## config.mk

```make
export PLATFORM = sky130hd
export DESIGN_NAME = rng_arbiter
export DESIGN_NICKNAME = d
export VERILOG_FILES = /design/src/rtl/rng_pkg.sv /design/src/rtl/lfsr_advance_n.sv /design/src/rtl/rng_arbiter.sv
export SDC_FILE = /design/constraint.sdc
export NUM_CORES = 1
export LEC_CHECK = 0
export ABC_AREA = 1
export CORE_MARGIN = 2
export CORE_UTILIZATION = 35
export DETAILED_ROUTE_END_ITERATION = 8
export PLACE_DENSITY_LB_ADDON = 0.12
export SLEW_MARGIN = 20
export SYNTH_ARGS = -nofsm -noshare
export SYNTH_HDL_FRONTEND = slang
export SYNTH_HIERARCHICAL = 1
export SYNTH_SLANG_ARGS = --single-unit
```

## constraint.sdc

```tcl
create_clock -name clk -period 4.36 [get_ports clk]
set_clock_uncertainty 0.15 [all_clocks]
set_input_delay 0.872 -clock clk [delete_from_list [all_inputs] [get_ports clk]]
set_output_delay 0.872 -clock clk [all_outputs]
set_load 0.01 [all_outputs]
```

## src/rtl/rng_pkg.sv

```systemverilog
// Shared types and constants for the RNG arbiter and other LFSR consumers.
package rng_pkg;

  // Arbiter FSM states: warm-up (discarding words) or serving requesters.
  typedef enum logic {
    WARM  = 1'b0,
    SERVE = 1'b1
  } state_t;

  // Default 16-bit feedback tap mask and reset seed.
  localparam logic [15:0] DEF_TAPS = 16'b1011010000000000;
  localparam logic [15:0] DEF_SEED = 16'hcafe;

  // Ceiling log2, with clog2(1) = 0.
  function automatic int clog2(input int value);
    int r;
    r = 0;
    while ((1 << r) < value) begin
      r = r + 1;
    end
    return r;
  endfunction

endpackage

```

## src/rtl/lfsr_advance_n.sv

```systemverilog
// Combinational N-step advance of an XNOR-feedback Fibonacci LFSR.
// All-ones is the lockup state; callers must keep it out of the register.
module lfsr_advance_n
  import rng_pkg::*;
#(
  parameter int              LENGTH = 16,
  parameter int              N      = 8,
  parameter logic [LENGTH-1:0] TAPS = DEF_TAPS
) (
  input  logic [LENGTH-1:0] s,
  output logic [LENGTH-1:0] s_next
);

  // stage[k] is the state after k single steps.
  logic [LENGTH-1:0] stage [0:N];

  assign stage[0] = s;

  // Unrolled chain of single steps: shift left, XNOR of tapped bits enters at bit 0.
  for (genvar gi = 0; gi < N; gi++) begin : g_step
    assign stage[gi+1] = {stage[gi][LENGTH-2:0], ~^(stage[gi] & TAPS)};
  end

  assign s_next = stage[N];

endmodule

```

## src/rtl/rng_arbiter.sv

```systemverilog
// Round-robin arbiter sharing one LFSR among NREQ sampling units.
// Each grant delivers the top N bits of the pre-advance state, then the LFSR
// advances N steps. An optional warm-up discards WARMUP words after reset or reseed.
module rng_arbiter
  import rng_pkg::*;
#(
  parameter int                NREQ   = 4,
  parameter int                LENGTH = 16,
  parameter int                N      = 8,
  parameter logic [LENGTH-1:0] TAPS   = DEF_TAPS,
  parameter logic [LENGTH-1:0] SEED   = DEF_SEED,
  parameter int                WARMUP = 4
) (
  input  logic              clk,
  input  logic              rst_n,
  input  logic [NREQ-1:0]   req,
  input  logic              seed_load,
  input  logic [LENGTH-1:0] seed_in,
  output logic [NREQ-1:0]   gnt,
  output logic [N-1:0]      rdata,
  output logic              rvalid,
  output logic              busy
);

  localparam int     PW        = clog2(NREQ);
  localparam int     WCW       = clog2(WARMUP + 2);
  localparam state_t RST_STATE = (WARMUP > 0) ? WARM : SERVE;

  state_t            state_reg;
  logic [LENGTH-1:0] lfsr_reg;
  logic [LENGTH-1:0] lfsr_adv;
  logic [PW-1:0]     ptr_reg;
  logic [PW-1:0]     ptr_next;
  logic [WCW-1:0]    warm_cnt_reg;

  logic              found;
  logic [PW-1:0]     win;
  logic [NREQ-1:0]   win_onehot;
  logic [PW:0]       pick_sum;
  logic [PW-1:0]     pick_idx;

  lfsr_advance_n #(
    .LENGTH (LENGTH),
    .N      (N),
    .TAPS   (TAPS)
  ) u_adv (
    .s      (lfsr_reg),
    .s_next (lfsr_adv)
  );

  // Round-robin pick: scan upward from ptr, wrapping by compare so NREQ need not be a power of two.
  always_comb begin
    found    = 1'b0;
    win      = '0;
    pick_sum = '0;
    pick_idx = '0;
    for (int k = 0; k < NREQ; k++) begin
      pick_sum = {1'b0, ptr_reg} + (PW+1)'(k);
      if (pick_sum >= (PW+1)'(NREQ)) begin
        pick_sum = pick_sum - (PW+1)'(NREQ);
      end
      pick_idx = pick_sum[PW-1:0];
      if (!found && req[pick_idx]) begin
        found = 1'b1;
        win   = pick_idx;
      end
    end
  end

  assign win_onehot = NREQ'(1) << win;
  assign ptr_next   = (win == PW'(NREQ - 1)) ? '0 : win + PW'(1);

  // FSM, LFSR state and registered grant/data; reseed overrides everything but reset.
  always_ff @(posedge clk) begin
    if (!rst_n) begin
      state_reg    <= RST_STATE;
      lfsr_reg     <= SEED;
      ptr_reg      <= '0;
      warm_cnt_reg <= WCW'(WARMUP);
      gnt          <= '0;
      rdata        <= '0;
    end else if (seed_load) begin
      // An all-ones seed would lock the XNOR LFSR, so fall back to SEED.
      lfsr_reg     <= (&seed_in) ? SEED : seed_in;
      gnt          <= '0;
      warm_cnt_reg <= WCW'(WARMUP);
      state_reg    <= RST_STATE;
    end else begin
      case (state_reg)
        WARM: begin
          lfsr_reg     <= lfsr_adv;
          warm_cnt_reg <= warm_cnt_reg - WCW'(1);
          gnt          <= '0;
          if (warm_cnt_reg == WCW'(1)) begin
            state_reg <= SERVE;
          end
        end
        SERVE: begin
          if (found) begin
            gnt      <= win_onehot;
            rdata    <= lfsr_reg[LENGTH-1 -: N];
            lfsr_reg <= lfsr_adv;
            ptr_reg  <= ptr_next;
          end else begin
            gnt <= '0;
          end
        end
        default: begin
          state_reg <= RST_STATE;
        end
      endcase
    end
  end

  assign rvalid = |gnt;
  assign busy   = (state_reg == WARM);

endmodule

```

==> results.json, run 1 <==
{
  "firstDrtPassIters": 4,
  "synth_flop_cell": "sky130_fd_sc_hd__dfxtp_1",
  "final-setup-viol-count": 0,
  "clk_pin_slew_worst_paths_ns": 0.07,
  "final_instance_area_um2": 2592,
  "drive_gt1_share_pct": 6.757,
  "vias": 2065,
  "num-nets-final": 394,
  "critPathMostFrequentCell": "sky130_fd_sc_hd__nand2_1",
  "worstPathArrival_ns": 2.75,
  "global_route_wire_length_before_repair_um": 8342,
  "cp-start-kind": "primary input",
  "met3_length_um": 230,
  "cts_post_setup_buffers_inserted": 0,
  "grt_util_all_layers_pct": 16.07,
  "synth.distinct_cells": 29,
  "worst_path_dominant_cell_family": "buffers and inverters",
  "grt_overflow_total": 0,
  "vias_in_the_first_global_route": 1838,
  "h_tree_levels": 2,
  "start_util_pct": 36.16,
  "clock_sinks": 34,
  "worst-path-buf-inv": 3,
  "antenna_nets_post_route": 0,
  "final_hold_viol_count": 0,
  "period_minus_slack_ns": 2.718,
  "pwr_density_cell_nw_per_um2": 319.4,
  "timing_max_transition_violations_final": 0,
  "r2r_start": "ptr_reg[0]$_SDFFE_PN0P_",
  "final.fill_count": 644,
  "crit_chain": "clkdlybuf4s50_1 > nor2_1 > nand2_1 > inv_2 > nand3_1 > nand2_1 > inv_1",
  "area_taken_by_multi_input_logic_gates_um2": 1180,
  "run_status": "finished clean",
  "placed_cells_incl_taps": 437,
  "timing_worst_setup_path_type": "in2reg",
  "tritoncts_clock_tree": "yes",
  "final.setup.worst_slack_ns": 1.642,
  "synth.cell_area_um2": 2128,
  "buffer_ports.inserted": 36,
  "die_height_um": 81.98,
  "maximum_operating_frequency_ghz": 0.3679,
  "detailroute.wirelength.met2_um": 2115,
  "detail_routed_net_length_per_standard_cell_um": 11.02,
  "syn2layout_area_growth_pct": 21.81,
  "pre_cts_slack_ns": 1.328,
  "placement_rows": 28,
  "clock_tree.buffer_depth": 2,
  "min_period_over_period_pct": 62.34,
  "floorplan.die.width_um": 81.98,
  "cts-buffers-inserted": 5,
  "reported_max_cap_violation_count": 0,
  "clock_network_latency_to_the_later_pin_of_the_worst_skew_pair_ns": 0.29,
  "largest_register_ffs": 16,
  "hold_class": "reg2reg",
  "crit_path_end_kind": "register",
  "totalWireLength_um": 4906,
  "route.detailed.vias_per_inst": 4.640,
  "boundaryPins": 37,
  "gp_weighted_congestion": 0.8219,
  "vdd_ir_drop_max_mv": 0.1258,
  "maximum_number_of_pins_on_one_net_before_global_route_repair": 21,
  "diodes": 0,
  "rr_worst_depth": 11,
  "route.detailed.drc": 0,
  "core_region_area_um2": 5886,
  "r2r_end": "ptr_reg[0]$_SDFFE_PN0P_",
  "highest_layer": "met4",
  "route.layer.met1.wl_um": 2520,
  "finish.cell_count_without_fillers": 445,
  "rsz0062_at_grt": "no",
  "synth.ff_latch_count": 34,
  "asyncSetResetFlopFracSynth_pct": 0,
  "required_ns": 4.39,
  "synth_edf_count": 0,
  "synthesized_netlist_net_count": 368,
  "cts-root-buf": "sky130_fd_sc_hd__clkbuf_8",
  "grt_antenna_before_repair": 0,
  "worstSetupPathDepth": 7,
  "worstSetupStartpoint": "seed_load",
  "worst_hold_startpoint": "lfsr_reg[2]$_SDFFE_PN1P_",
  "cp_slowest_stage_delay_ns": 0.78,
  "drt_first_iter_violations": 78,
  "timing.max_slew.rel_slack_pct": 51.31,
  "worstSetupEndpoint": "ptr_reg[1]$_SDFFE_PN0P_",
  "worst_path_max_delay_cell": "sky130_fd_sc_hd__clkdlybuf4s50_1",
  "placed_cell_area_um2": 2455,
  "crit_path_max_fanout": 20,
  "cts-resized-gates": 0,
  "synth-warning-count": 6,
  "postSynthAreaPerCell_um2": 6.205,
  "sequential_cell_area_um2": 680.7,
  "number_of_hold_buffers_added_after_cts": 0,
  "worst_reg_to_reg_setup_slack_ns": 2.19,
  "tightestPinTransition_ns": 0.7280,
  "layout.core_utilization_pct": 44.05,
  "dieArea_um2": 6721,
  "tns_ns": 0,
  "postSynthCellCount": 343,
  "leakagePower_nw": 1.272,
  "synth_seq_area_share_pct": 31.98,
  "dp_hpwl_um": 3781
}
cell usage in the layout, fill, tap and decap left out, types with 4 or more instances in the layout:
cell type	instances
sky130_fd_sc_hd__o21ai_0	16
sky130_fd_sc_hd__nor2_1	50
sky130_fd_sc_hd__a21oi_1	17
sky130_fd_sc_hd__clkbuf_8	5
sky130_fd_sc_hd__nand2_1	115
sky130_fd_sc_hd__inv_1	29
sky130_fd_sc_hd__a21boi_0	5
sky130_fd_sc_hd__nand4_1	4
sky130_fd_sc_hd__nand2_2	5
sky130_fd_sc_hd__inv_2	6
sky130_fd_sc_hd__o31ai_1	8
sky130_fd_sc_hd__nand3_1	20
sky130_fd_sc_hd__dfxtp_1	34
sky130_fd_sc_hd__clkdlybuf4s50_1	36
worst register-to-register path, delay by kind of cell, from the launching register on:
family	cells	cell delay, ns
AND/OR/NAND/NOR	8	0.96
AO/OA/AOI/OAI	1	0.05
flip-flops	1	0.57
buffers and inverters	2	0.31
logic make-up after synthesis:
family | after synthesis | share of synthesized area [%]
buf+inv | 53 | 12.58
flops | 34 | 31.98
fa+ha+maj | 2 | 1.176
xor+xnor | 4 | 1.646
simple gates | 201 | 39.39
compound gates | 49 | 13.23
Yosys cell counts, types with 5 or more instances:
cell / n / area [µm²]
sky130_fd_sc_hd__buf_4: 8 / 60.06
sky130_fd_sc_hd__a21boi_0: 5 / 37.54
sky130_fd_sc_hd__o21ai_0: 16 / 80.08
sky130_fd_sc_hd__a21oi_1: 17 / 85.08
sky130_fd_sc_hd__nand2_2: 5 / 31.28
sky130_fd_sc_hd__nor2_1: 50 / 187.7
sky130_fd_sc_hd__o31ai_1: 8 / 60.06
sky130_fd_sc_hd__dfxtp_1: 34 / 680.7
sky130_fd_sc_hd__inv_1: 29 / 108.9
sky130_fd_sc_hd__nand3_1: 20 / 100.1
sky130_fd_sc_hd__inv_2: 6 / 22.52
sky130_fd_sc_hd__nand2_1: 115 / 431.7
layer usage:
metal | up-vias | GRT usage, %
li1 | 1134 | -
met1 | 880 | 21.32
met2 | 46 | 26.18
met3 | 5 | 3.846
met4 | 0 | 4.000
met5 | - | 0
how the worst min path moves through the flow:
stage / slack (ns) / cells after the start / to
after floorplan: 0.28 / 2 / warm_cnt_reg[2]$_SDFFE_PP1N_
after global placement: 0.30 / 2 / lfsr_reg[1]$_SDFFE_PN1P_
after detailed placement: 0.30 / 2 / lfsr_reg[2]$_SDFFE_PN1P_
after CTS: 0.31 / 2 / lfsr_reg[2]$_SDFFE_PN1P_
after global routing: 0.34 / 2 / lfsr_reg[2]$_SDFFE_PN1P_
final: 0.31 / 2 / lfsr_reg[2]$_SDFFE_PN1P_
stage by stage:
stage | power [mW] | hold slack (ns)
2_1_floorplan | 0.4464 | 0.2787
3_3_place_gp | 0.4868 | 0.2956
3_5_place_dp | 0.4877 | 0.2986
4_1_cts | 0.8367 | 0.3140
5_1_grt | 0.8714 | 0.3391
6_report | 0.8280 | 0.3148
layout make-up:
type,count,share of cell area (%)
clock buffers,5,2.654
clock inverters,3,2.654
inverters,36,5.405
multi-input cells,256,45.51
flip-flops and latches,34,26.25
well taps,75,3.620
repair buffers,36,13.90
power breakdown:
part           switching (mW)  internal, mW  leakage (nW)  total [mW]
clock                   0.119         0.229        0.0683       0.348
combinational          0.0762        0.0595         0.925       0.136
sequential             0.0192         0.325         0.279       0.344
Power figures use the tool's default switching activity.
==> run 2: changes to the inputs <==
- clock period: 4.36 -> 2.7 ns (I/O delays scaled with it)
==> run 2 against run 1 <==
Effect of this change:
- sequential power is 61% higher
- register-to-register slack worse by 1.5 ns
- total power is 49% higher
- clock power is 32% higher
- via count is 1.9% higher
- utilization is 0.11 points lower
- die area stayed put
- worst hold slack worse by 0.0055 ns
- critical path type is now reg2out
- critical endpoint is now rvalid
==> results.json, run 2 (same netlist as run 1, synthesis figures left out) <==
{
  "cts-resized-gates": 0,
  "number_of_hold_buffers_added_after_cts": 0,
  "placement_rows": 28,
  "drt_first_iter_violations": 117,
  "pwr_density_cell_nw_per_um2": 478.2,
  "required_ns": 2.01,
  "min_period_over_period_pct": 83.82,
  "die_height_um": 81.98,
  "totalWireLength_um": 4853,
  "run_status": "finished clean",
  "maximum_number_of_pins_on_one_net_before_global_route_repair": 20,
  "worst_hold_startpoint": "lfsr_reg[2]$_SDFFE_PN1P_",
  "timing_worst_setup_path_type": "reg2out",
  "cp_slowest_stage_delay_ns": 0.50,
  "mostFrequentLayoutCell": "sky130_fd_sc_hd__nand2_1",
  "grt_util_all_layers_pct": 16.33,
  "period_minus_slack_ns": 2.263,
  "worst_reg_to_reg_setup_slack_ns": 0.68,
  "cts_post_setup_buffers_inserted": 0,
  "crit_chain": "or4_1 > clkdlybuf4s50_1",
  "core_region_area_um2": 5886,
  "final_instance_area_um2": 2586,
  "buffer_ports.inserted": 36,
  "antenna_nets_post_route": 0,
  "hold_class": "reg2reg",
  "layout.cells.most_common_list": "115 x sky130_fd_sc_hd__nand2_1, 50 x sky130_fd_sc_hd__nor2_1, 36 x sky130_fd_sc_hd__clkdlybuf4s50_1",
  "clock_network_latency_to_the_later_pin_of_the_worst_skew_pair_ns": 0.29,
  "rr_worst_depth": 11,
  "reported_max_cap_violation_count": 0,
  "num-nets-final": 397,
  "dieArea_um2": 6721,
  "timing_max_transition_violations_final": 0,
  "vdd_ir_drop_max_mv": 0.1917,
  "cts-buffers-inserted": 5,
  "dp_hpwl_um": 3777,
  "diodes": 0,
  "final-setup-viol-count": 0,
  "placed_cell_area_um2": 2477,
  "detail_routed_net_length_per_standard_cell_um": 10.83,
  "global_route_wire_length_before_repair_um": 8562,
  "tightestPinTransition_ns": 0.5111,
  "worst_path_max_delay_cell": "sky130_fd_sc_hd__or4_1",
  "worst-path-buf-inv": 1,
  "maximum_operating_frequency_ghz": 0.4419,
  "floorplan.die.width_um": 81.98,
  "rsz0062_at_grt": "no",
  "r2r_start": "ptr_reg[0]$_SDFFE_PN0P_",
  "worstSetupPathDepth": 2,
  "boundaryPins": 37,
  "vias": 2104,
  "h_tree_levels": 2,
  "largest_register_ffs": 16,
  "detailroute.wirelength.met2_um": 2147,
  "final_hold_viol_count": 0,
  "drive_gt1_share_pct": 7.507,
  "route.detailed.vias_per_inst": 4.696,
  "grt_antenna_before_repair": 0,
  "met3_length_um": 235,
  "crit_path_max_fanout": 2,
  "worstPathArrival_ns": 1.57,
  "start_util_pct": 36.16,
  "clock_sinks": 34,
  "tns_ns": 0,
  "cts-root-buf": "sky130_fd_sc_hd__clkbuf_8",
  "firstDrtPassIters": 4,
  "gp_weighted_congestion": 0.8116,
  "worst_path_dominant_cell_family": "simple AND/OR/NAND/NOR gates",
  "highest_layer": "met4",
  "final.fill_count": 632,
  "min_path_cells": 2,
  "route.detailed.drc": 0,
  "crit_path_end_kind": "output pin",
  "grt_overflow_total": 0,
  "leakagePower_nw": 1.276,
  "tritoncts_clock_tree": "yes",
  "route.layer.met1.wl_um": 2454,
  "timing.max_slew.rel_slack_pct": 65.89,
  "r2r_end": "ptr_reg[0]$_SDFFE_PN0P_",
  "syn2layout_area_growth_pct": 21.52,
  "vias_in_the_first_global_route": 1929,
  "worstHoldEndpoint": "lfsr_reg[2]$_SDFFE_PN1P_",
  "clk_pin_slew_worst_paths_ns": 0.07,
  "cp-start-kind": "register",
  "clock_tree.buffer_depth": 2
}
-- run 2: area by class of cell --
cell class | count | area [µm²] | share of cell area [%]
clock buffer | 5 | 68.82 | 2.661
clock inverter | 3 | 40.04 | 1.548
inverter | 36 | 140.1 | 5.418
multi-input combinational | 256 | 1180 | 45.62
sequential | 34 | 680.7 | 26.32
tap | 75 | 93.84 | 3.628
timing repair buffer | 39 | 382.9 | 14.80
-- run 2: worst min-delay path, delay by kind of cell, from the launching register on --
kind          cells  cell delay [ns]
flops             1             0.33
simple gates      2             0.10
-- run 2: metal layers --
layer,vias up,global-route usage [%]
li1,1136,-
met1,918,20.59
met2,48,28.13
met3,2,3.846
met4,0,3.667
met5,-,0
-- run 2: per-stage QoR --
stage / std cells / setup slack [ns] / power (mW) / hold WS, ns / util [%]
4_1_cts: 448 / 0.4214 / 1.247 / 0.3168 / 43.94
3_5_place_dp: 440 / 0.2394 / 0.7886 / 0.2974 / 42.09
6_report: 448 / 0.4370 / 1.237 / 0.3093 / 43.94
2_1_floorplan: 343 / 0.9329 / 0.7209 / 0.2787 / -
5_1_grt: 448 / 0.3132 / 1.305 / 0.3359 / 43.94
3_3_place_gp: 440 / 0.3047 / 0.7874 / 0.2885 / 42.09
-- run 2: worst max-delay path by stage --
stage	startpoint	to	slack, ns
2_1_floorplan	req[3]	lfsr_reg[12]$_SDFFE_PN0P_	0.93
3_3_place_gp	req[3]	ptr_reg[0]$_SDFFE_PN0P_	0.30
3_5_place_dp	req[1]	ptr_reg[0]$_SDFFE_PN0P_	0.24
4_1_cts	gnt[1]$_SDFF_PP0_	rvalid	0.42
5_1_grt	req[3]	ptr_reg[0]$_SDFFE_PN0P_	0.31
6_report	gnt[1]$_SDFF_PP0_	rvalid	0.44
-- run 2: power by group --
group	internal [mW]	leakage [nW]	switching, mW
sequential	0.525	0.279	0.0294
clock	0.272	0.0579	0.189
combinational	0.0981	0.940	0.123
==> RTL change, RTL diff (config.mk and constraints of run 2) <==
`N` is set to 8 in 2 places; all go to 10.
--- a/src/rtl/lfsr_advance_n.sv
+++ b/src/rtl/lfsr_advance_n.sv
@@ -6,3 +6,3 @@
   parameter int              LENGTH = 16,
-  parameter int              N      = 8,
+  parameter int              N      = 10,
   parameter logic [LENGTH-1:0] TAPS = DEF_TAPS
--- a/src/rtl/rng_arbiter.sv
+++ b/src/rtl/rng_arbiter.sv
@@ -8,3 +8,3 @@
   parameter int                LENGTH = 16,
-  parameter int                N      = 8,
+  parameter int                N      = 10,
   parameter logic [LENGTH-1:0] TAPS   = DEF_TAPS,
Ports: changed (resized rdata); port bits go from 37 to 39. The function was not compared with the original's and may differ.
==> RTL change against run 2 <==
- count of clock-buffer cells in the layout grew 1
- cell area grew 6.2%
- power shrank 2.4%
- synthesized area grew 8.9%
- sequential cell count grew 2
- synthesized cell count grew 10%
- routed wire length grew 11%
- setup slack gained 0.0050 ns
==> RTL change: results (changes against run 2) <==
inverter count=42 (+17%); clock network contribution to total cell area=2.82% (-1.4 points); Routed WL per cell=11.1 um (+2.6%); Main synth FF type=dfxtp_1; status=finished clean; filler cell count=680 (+7.6%); sw frac=30.2% (+2.6 points); fraction of area in multi-input gates=47.3% (+1.7 points); R2R Setup Slk=0.44 ns (-0.24 ns); HPWL after detailed placement=4230 um (+12%); Yosys cell types=30 (+3.4%); hold-critical path endpoint=warm_cnt_reg[2]$_SDFFE_PP1N_; Worst Hold Slack=0.312 ns (+0.00232 ns); most frequent cells after synthesis=nand2_1 (129), nor2_1 (50), dfxtp_1 (36); post-placement cell area=2670 um^2 (+7.7%); placer congestion estimate=0.861 (+6.1%); worst vdd ir=203 uV (+5.7%); Routed WL=5370 um (+11%); Finished Core Util=43.0% (-0.94 points); vias in the first global route=2043 (+5.9%); number of clock buffers in the layout=6 (+1); 1st-iter DRT viols=123 (+5.1%); period utilization=83.6% (-0.19 points); sequential element share of the synthesized area=31.1% (-0.90 points); largest net degree at the start of global routing=22 (+10%); Slew @ Worst Pin=0.519 ns (+0.00805 ns); die width=85.4 um (+4.2%); crit path from=ptr_reg[0]$_SDFFE_PN0P_; post-synthesis cell count=378 (+10%); R2R cell count=12 (+1); first-pass GRT wire length=9330 um (+8.9%); Synth area leaders=dfxtp_1 (31%), nand2_1 (21%), nor2_1 (8.1%), inv_1 (5.7%), a21oi_1 (4.1%); Mapped Nets=403 (+9.5%); Critical Path End=lfsr_reg[15]$_SDFFE_PN1P_; number of port buffers=38 (+5.6%); Sink Count=36 (+5.9%); total CTS buffers=5 (unchanged); cell at the slowest stage of the critical path=dfxtp_1; Non-Clock Buffer Area Fraction=14.4% (-0.41 points); Post-Place Cells=476 (+8.2%); Seq area share=26.2% (-0.077 points); Signal buffers=40 (+2.6%); Critical R2R Capture=lfsr_reg[15]$_SDFFE_PN1P_; top fanout value on the critical path=20 (+18); crit path DAT=2.30 ns (+0.73 ns); Crit path largest cell delay=0.58 ns (+0.08 ns); multi-input gate count=281 (+9.8%); vias per cell=4.64 (-1.2%); total leakage power=0.00138 uW (+8.1%); Total GRT Usage=15.7% (-0.60 points); Final nets=431 (+8.6%); layout cells sized above 1=7.14% (-0.36 points)
-- RTL change: per-layer routing --
layer	vias up	wire length (um)	global-route usage, %
li1	1244	-	-
met1	938	2860	22.7
met2	52	2240	23.7
met3	7	211	3.31
met4	0	61	4.18
met5	-	0	0
-- RTL change: cells by family (layout without fill, tap and decap cells) --
family                   after synthesis  in the layout  synth area share (%)
XOR/XNOR                               4              4                  1.51
flip-flops                            36             36                  31.1
AO/OA/AOI/OAI                         55             55                  13.5
buffers and inverters                 61             89                  12.9
adder cells (fa/ha/maj)                2              2                  1.08
AND/OR/NAND/NOR                      220            220                  39.9
-- RTL change: power by group through the flow --
stage	clock network [uW]	logic (uW)	registers [uW]
3_5_place_dp	0	258	608
2_1_floorplan	0	194	592
4_1_cts	365	260	595
5_1_grt	384	302	600
6_report	352	260	596
3_3_place_gp	0	257	608
